**config.mk**
```make
export PLATFORM = sky130hd
export DESIGN_NAME = switch_allocator
export DESIGN_NICKNAME = d
export VERILOG_FILES = /design/src/rtl/noc_alloc_pkg.sv /design/src/rtl/output_arbiter.sv /design/src/rtl/switch_allocator.sv
export SDC_FILE = /design/constraint.sdc
export NUM_CORES = 1
export LEC_CHECK = 0
export CORE_MARGIN = 2
export CORE_UTILIZATION = 58
export CTS_CLUSTER_DIAMETER = 100
export DETAILED_ROUTE_END_ITERATION = 7
export PLACE_DENSITY_LB_ADDON = 0.1
export SLEW_MARGIN = 10
export SYNTH_ARGS = -nofsm -noshare
export SYNTH_HDL_FRONTEND = slang
export SYNTH_SLANG_ARGS = --single-unit
```
**constraint.sdc**
```tcl
create_clock -name clk -period 13.2 [get_ports clk]
set_clock_uncertainty 0.15 [all_clocks]
set_input_delay 2.64 -clock clk [delete_from_list [all_inputs] [get_ports clk]]
set_output_delay 2.64 -clock clk [all_outputs]
set_load 0.1 [all_outputs]
```
**src/rtl/noc_alloc_pkg.sv**
```systemverilog
`default_nettype none
// +----------------------------------------------------------------------------+
// | noc_alloc_pkg : shared constants and helpers for the switch allocator      |
// | Rev 1.0                                                                    |
// +----------------------------------------------------------------------------+
package noc_alloc_pkg;

  localparam int unsigned PORTS_DEFAULT         = 4;
  localparam int unsigned REQUEST_WIDTH_DEFAULT = 2;

  localparam logic [0:0] IDLE   = 1'b0;
  localparam logic [0:0] LOCKED = 1'b1;

  // Callers zero-extend their packed vector to this width before slicing.
  localparam int unsigned MAX_SLICE_BITS = 1024;

  function automatic logic [31:0] getSlice(
    input logic [MAX_SLICE_BITS-1:0] vec,
    input int unsigned               k,
    input int unsigned               width
  );
    logic [31:0] mask;
    mask     = (32'd1 << width) - 32'd1;
    getSlice = 32'(vec >> (k * width)) & mask;
  endfunction

endpackage
`default_nettype wire

```
**src/rtl/output_arbiter.sv**
```systemverilog
`default_nettype none
// +----------------------------------------------------------------------------+
// | output_arbiter : per-output round-robin grant with wormhole ownership      |
// | Rev 1.0                                                                    |
// +----------------------------------------------------------------------------+
module output_arbiter
  import noc_alloc_pkg::*;
#(
  parameter int unsigned PORTS         = PORTS_DEFAULT,
  parameter int unsigned REQUEST_WIDTH = REQUEST_WIDTH_DEFAULT
) (
  input  logic                     clk,
  input  logic                     rst,
  input  logic [PORTS-1:0]         i_eligible,
  input  logic [PORTS-1:0]         i_flitValid,
  input  logic [PORTS-1:0]         i_flitTail,
  input  logic                     i_outReady,
  output logic                     o_locked,
  output logic [REQUEST_WIDTH-1:0] o_owner,
  output logic                     o_outValid,
  output logic [PORTS-1:0]         o_inReady
);

  logic [0:0]               r_state;
  logic [REQUEST_WIDTH-1:0] r_owner;
  logic [REQUEST_WIDTH-1:0] r_ptr;

  logic                     w_found;
  logic [REQUEST_WIDTH-1:0] w_winner;
  logic [REQUEST_WIDTH-1:0] w_nextPtr;
  int unsigned              w_bestDist;
  int unsigned              w_dist;
  logic                     w_ownerValid;
  logic                     w_ownerTail;
  logic                     w_tailDone;

  // Winner is the eligible input at the smallest rotated distance from r_ptr.
  always_comb begin
    w_found    = 1'b0;
    w_winner   = '0;
    w_bestDist = PORTS;
    w_dist     = 0;
    for (int i = 0; i < PORTS; i++) begin
      w_dist = (i + PORTS - int'(r_ptr)) % PORTS;
      if (i_eligible[i] && (w_dist < w_bestDist)) begin
        w_bestDist = w_dist;
        w_winner   = REQUEST_WIDTH'(i);
        w_found    = 1'b1;
      end
    end
    w_nextPtr = REQUEST_WIDTH'((int'(w_winner) + 1) % PORTS);
  end

  always_comb begin
    w_ownerValid = 1'b0;
    w_ownerTail  = 1'b0;
    o_inReady    = '0;
    for (int i = 0; i < PORTS; i++) begin
      if (r_owner == REQUEST_WIDTH'(i)) begin
        w_ownerValid = i_flitValid[i];
        w_ownerTail  = i_flitTail[i];
        o_inReady[i] = (r_state == LOCKED) && i_outReady;
      end
    end
  end

  assign o_locked   = (r_state == LOCKED);
  assign o_owner    = r_owner;
  assign o_outValid = o_locked && w_ownerValid;
  assign w_tailDone = o_locked && w_ownerValid && i_outReady && w_ownerTail;

  always_ff @(posedge clk or negedge rst) begin
    if (!rst) begin
      r_state <= IDLE;
      r_owner <= '0;
      r_ptr   <= '0;
    end else begin
      case (r_state)
        IDLE: begin
          if (w_found) begin
            r_state <= LOCKED;
            r_owner <= w_winner;
            r_ptr   <= w_nextPtr;
          end
        end
        LOCKED: begin
          if (w_tailDone) begin
            r_state <= IDLE;
          end
        end
        default: r_state <= IDLE;
      endcase
    end
  end

endmodule
`default_nettype wire

```
**src/rtl/switch_allocator.sv**
```systemverilog
`default_nettype none
// +----------------------------------------------------------------------------+
// | switch_allocator : wormhole switch allocator driving crossbar selects      |
// | Rev 1.0                                                                    |
// +----------------------------------------------------------------------------+
module switch_allocator
  import noc_alloc_pkg::*;
#(
  parameter int unsigned PORTS         = PORTS_DEFAULT,
  parameter int unsigned REQUEST_WIDTH = REQUEST_WIDTH_DEFAULT
) (
  input  logic                             clk,
  input  logic                             rst,
  input  logic [PORTS-1:0]                 req_valid,
  input  logic [PORTS*REQUEST_WIDTH-1:0]   req_port,
  input  logic [PORTS-1:0]                 flit_valid,
  input  logic [PORTS-1:0]                 flit_tail,
  input  logic [PORTS-1:0]                 out_ready,
  output logic [PORTS-1:0]                 out_valid,
  output logic [PORTS*REQUEST_WIDTH-1:0]   out_sel,
  output logic [PORTS-1:0]                 out_locked,
  output logic [PORTS-1:0]                 in_ready
);

  logic [MAX_SLICE_BITS-1:0] w_reqPortPad;
  logic [31:0]               w_reqIdx [PORTS];
  logic [PORTS-1:0]          w_isOwner;
  logic [PORTS-1:0]          w_locked;
  logic [REQUEST_WIDTH-1:0]  w_owner [PORTS];
  logic [PORTS-1:0]          w_inReadyPart [PORTS];

  assign w_reqPortPad = MAX_SLICE_BITS'(req_port);

  for (genvar i = 0; i < PORTS; i++) begin : g_reqDecode
    assign w_reqIdx[i] = getSlice(w_reqPortPad, i, REQUEST_WIDTH);
  end

  // An input holding any output may not compete for another one.
  always_comb begin
    w_isOwner = '0;
    for (int o = 0; o < PORTS; o++) begin
      for (int i = 0; i < PORTS; i++) begin
        if (w_locked[o] && (w_owner[o] == REQUEST_WIDTH'(i))) begin
          w_isOwner[i] = 1'b1;
        end
      end
    end
  end

  for (genvar o = 0; o < PORTS; o++) begin : g_output
    logic [PORTS-1:0] w_eligible;

    // Out-of-range request indices never match any o, so they are dropped here.
    always_comb begin
      w_eligible = '0;
      for (int i = 0; i < PORTS; i++) begin
        w_eligible[i] = req_valid[i] && !w_isOwner[i] && (w_reqIdx[i] == 32'(o));
      end
    end

    output_arbiter #(
      .PORTS         (PORTS),
      .REQUEST_WIDTH (REQUEST_WIDTH)
    ) u_outputArbiter (
      .clk         (clk),
      .rst         (rst),
      .i_eligible  (w_eligible),
      .i_flitValid (flit_valid),
      .i_flitTail  (flit_tail),
      .i_outReady  (out_ready[o]),
      .o_locked    (w_locked[o]),
      .o_owner     (w_owner[o]),
      .o_outValid  (out_valid[o]),
      .o_inReady   (w_inReadyPart[o])
    );

    assign out_sel[o*REQUEST_WIDTH +: REQUEST_WIDTH] = w_owner[o];
  end

  assign out_locked = w_locked;

  always_comb begin
    in_ready = '0;
    for (int o = 0; o < PORTS; o++) begin
      in_ready = in_ready | w_inReadyPart[o];
    end
  end

endmodule
`default_nettype wire

```
==> impl_metrics.ini <==
[hold_path]
hp-class = flop to flop
min_to = g_output[1].u_outputArbiter.r_ptr[1]$_DFFE_PN0P_
min-delay-start = g_output[1].u_outputArbiter.r_ptr[1]$_DFFE_PN0P_
hold_depth = 1

[synth]
yosys_warnings = 0
netlist_area_um2 = 2510
syn_area_per_cell_um2 = 8.02
async_flop_share = 1.00
synth.top_cells.by_count = nor2_1 (27), nand2_1 (25), dfrtp_1 (20), o21ai_0 (20), a21oi_1 (15)
synth_cells = 313
synth_area_leaders = dfrtp_1 (20%), mux4_2 (7.2%), nor2_1 (4.0%)
synth_top_area_cell = dfrtp_1
synth_ff_type = dfrtp_1
ys_seq_area_frac = 0.199
synth_edf_count = 0
synth_top_area_frac = 0.199
synth_seq_cells = 20
ys_types = 70
synth.most_common_cell = nor2_1
synth_fp_nets = 347

[timing]
slew_viol_final = 0
fin_tns_setup_ns = 0
hold_viol = 0
fmax_mhz = 132
grt_setup_unrepaired = false
worst_pin_slew_ns = 1.05
min_period_over_period = 0.576
post-route-min-period_ns = 7.60
relSlewSlack = 0.300
setup_viol = 0

[clocking]
cts_hold_buf = 0
clkSlewWorstSetupHoldPaths_ns = 0.08
htree_levels = 1
cts_tree = built
clockBufferDepth = 2
insertion_delay_ns = 0.26
cts_buffers = 3
root_buffer = clkbuf_8
clkSinkCount = 20
ctsResizeCount = 0
post_cts_buffers = 0

[detailed_routing]
drt_iter0_markers = 264
firstDrtPassIters = 4
ant_nets = 0
wl_mm = 6.74
avgViaCountPerCell = 6.84
routedWlPerCell_um = 17.5
vias = 2642
drc = 0

[floorplan]
pin_count = 46
die-area_um2 = 4870
rows = 23
die_x_um = 69.8
die_height_um = 69.8
core_um2 = 4090
initial_core_util = 0.615

[placement]
dp_hpwl_mm = 5.05
port_buffers = 45
place.gp.congestion = 0.924

[setup_path]
critPathSlowestCell = clkdlybuf4s50_1
crit_start = out_ready[2]
critPathLaunchType = primary input
cp-end-kind = output port
worstRegToRegCells = 19
r2r-start = g_output[1].u_outputArbiter.o_locked$_DFF_PN0_
critical-path-max-stage-delay_ns = 1.16
cpMostUsedCell = clkdlybuf4s50_1
arrival_ns = 4.81
worst-path-buf-inv = 2
worst_ep_required_time_ns = 10.41
critPathMaxFanout = 5
r2r-end = g_output[1].u_outputArbiter.r_ptr[0]$_DFFE_PN0P_
crit_chain = clkdlybuf4s50_1, nor4bb_1, a31oi_1, o221ai_1, clkdlybuf4s50_1
critical-path-top-delay-family = buffers and inverters
r2r_slack_ns = 8.16
critPathKind = primary input to output port

[global_routing]
grt_pass1_wl_mm = 11.7
grt_max_degree = 21
grt_pass1_vias = 2444
track_usage = 0.285
antenna_found_initial = 0
grt-ovfl-total = 0

[layout]
nFillCells = 360
final_core_util = 0.713
drive_gt1_frac = 0.0923
layout-area-overhead-vs-synth_pct = 16.0
nets = 372
antenna_cells = 0

[status]
status = finished, final reports clean

[run]
maxCapViolCount = 0
==> layer usage <==
metal	track usage	wire [µm]	vias to the layer above
li1	-	-	1251
met1	0.401	2980	1244
met2	0.473	3180	134
met3	0.0276	490	13
met4	0.0620	99	0
met5	0	0	-
==> stage by stage <==
step           std cells  area (µm²)  worst slack, ns  hold WS [ns]
5_1_grt              386        2910             5.47         0.496
3_3_place_gp         383        2870             5.65         0.434
3_5_place_dp         383        2870             5.62         0.437
2_1_floorplan        313        2510             5.59         0.383
6_report             386        2910             5.60         0.467
4_1_cts              386        2910             5.62         0.465
==> sequential cells by signal, summed over array words and instances (netlist names) <==
signal	cells
g_output.u_outputArbiter.o_locked	4
g_output.u_outputArbiter.o_owner	8
g_output.u_outputArbiter.r_ptr	8
==> worst register-to-register path: stages, from the launching register on <==
cell and delay [ns]:
dfrtp_1 0.60, or3b_1 0.31, nand3_2 0.19, or4b_1 0.65
nand2_1 0.09, o21ai_0 0.07, a32oi_1 0.19, ha_1 0.26
or2_2 0.29, o31a_1 0.12, a21oi_1 0.22, mux2_2 0.37
ha_1 0.21, nor4bb_1 0.26, nand3_1 0.11, o22a_1 0.20
o32a_1 0.17, o21a_1 0.10, o21a_1 0.18, o22a_1 0.17
==> worst max-delay path by stage <==
stage / cells past startpoint / endpoint / slack (ns)
6_report: 5 / in_ready[0] / 5.60
4_1_cts: 5 / in_ready[0] / 5.62
5_1_grt: 5 / in_ready[0] / 5.47
3_5_place_dp: 6 / in_ready[1] / 5.62
2_1_floorplan: 2 / in_ready[1] / 5.59
3_3_place_gp: 5 / in_ready[0] / 5.65
==> cell usage in the layout (no fill, tap or decap), types with 3 or more instances in the layout <==
cell	count
a21o_1	6
a21oi_1	15
a31oi_1	5
and2_1	4
clkbuf_8	3
clkdlybuf4s50_1	45
dfrtp_1	20
ha_1	8
inv_1	14
mux4_2	8
nand2_1	25
nand3_1	13
nand3b_1	5
nand4_1	10
nor2_1	27
nor2b_1	5
nor3_1	13
nor4_1	4
nor4b_1	4
o21a_1	4
o21ai_0	20
o21ai_1	5
o22a_1	4
o22ai_1	4
or3b_2	3
or4b_1	3
==> kinds of logic (layout without fill, tap and decap cells) <==
| kind of cell | after synthesis | in the layout | synth area share |
|---|---|---|---|
| AND/OR/NAND/NOR | 135 | 135 | 0.309 |
| AO/OA/AOI/OAI | 97 | 97 | 0.275 |
| XOR/XNOR | 4 | 4 | 0.0140 |
| flip-flops | 20 | 20 | 0.199 |
| adder cells (fa/ha/maj) | 8 | 8 | 0.0399 |
| multiplexers | 10 | 10 | 0.0807 |
| buffers and inverters | 39 | 62 | 0.0817 |
==> area by class of cell <==
cell class,instances,area (µm²),share of cell area
clock buffer,3,41.3,0.0142
timing repair buffer,45,450,0.155
multi-input combinational,254,1810,0.620
sequential,20,500,0.172
tap,50,62.6,0.0215
inverter,14,52.6,0.0180
Power is not shown: default switching activity piles up to over one toggle a cycle in this logic, so the estimate is an artifact.
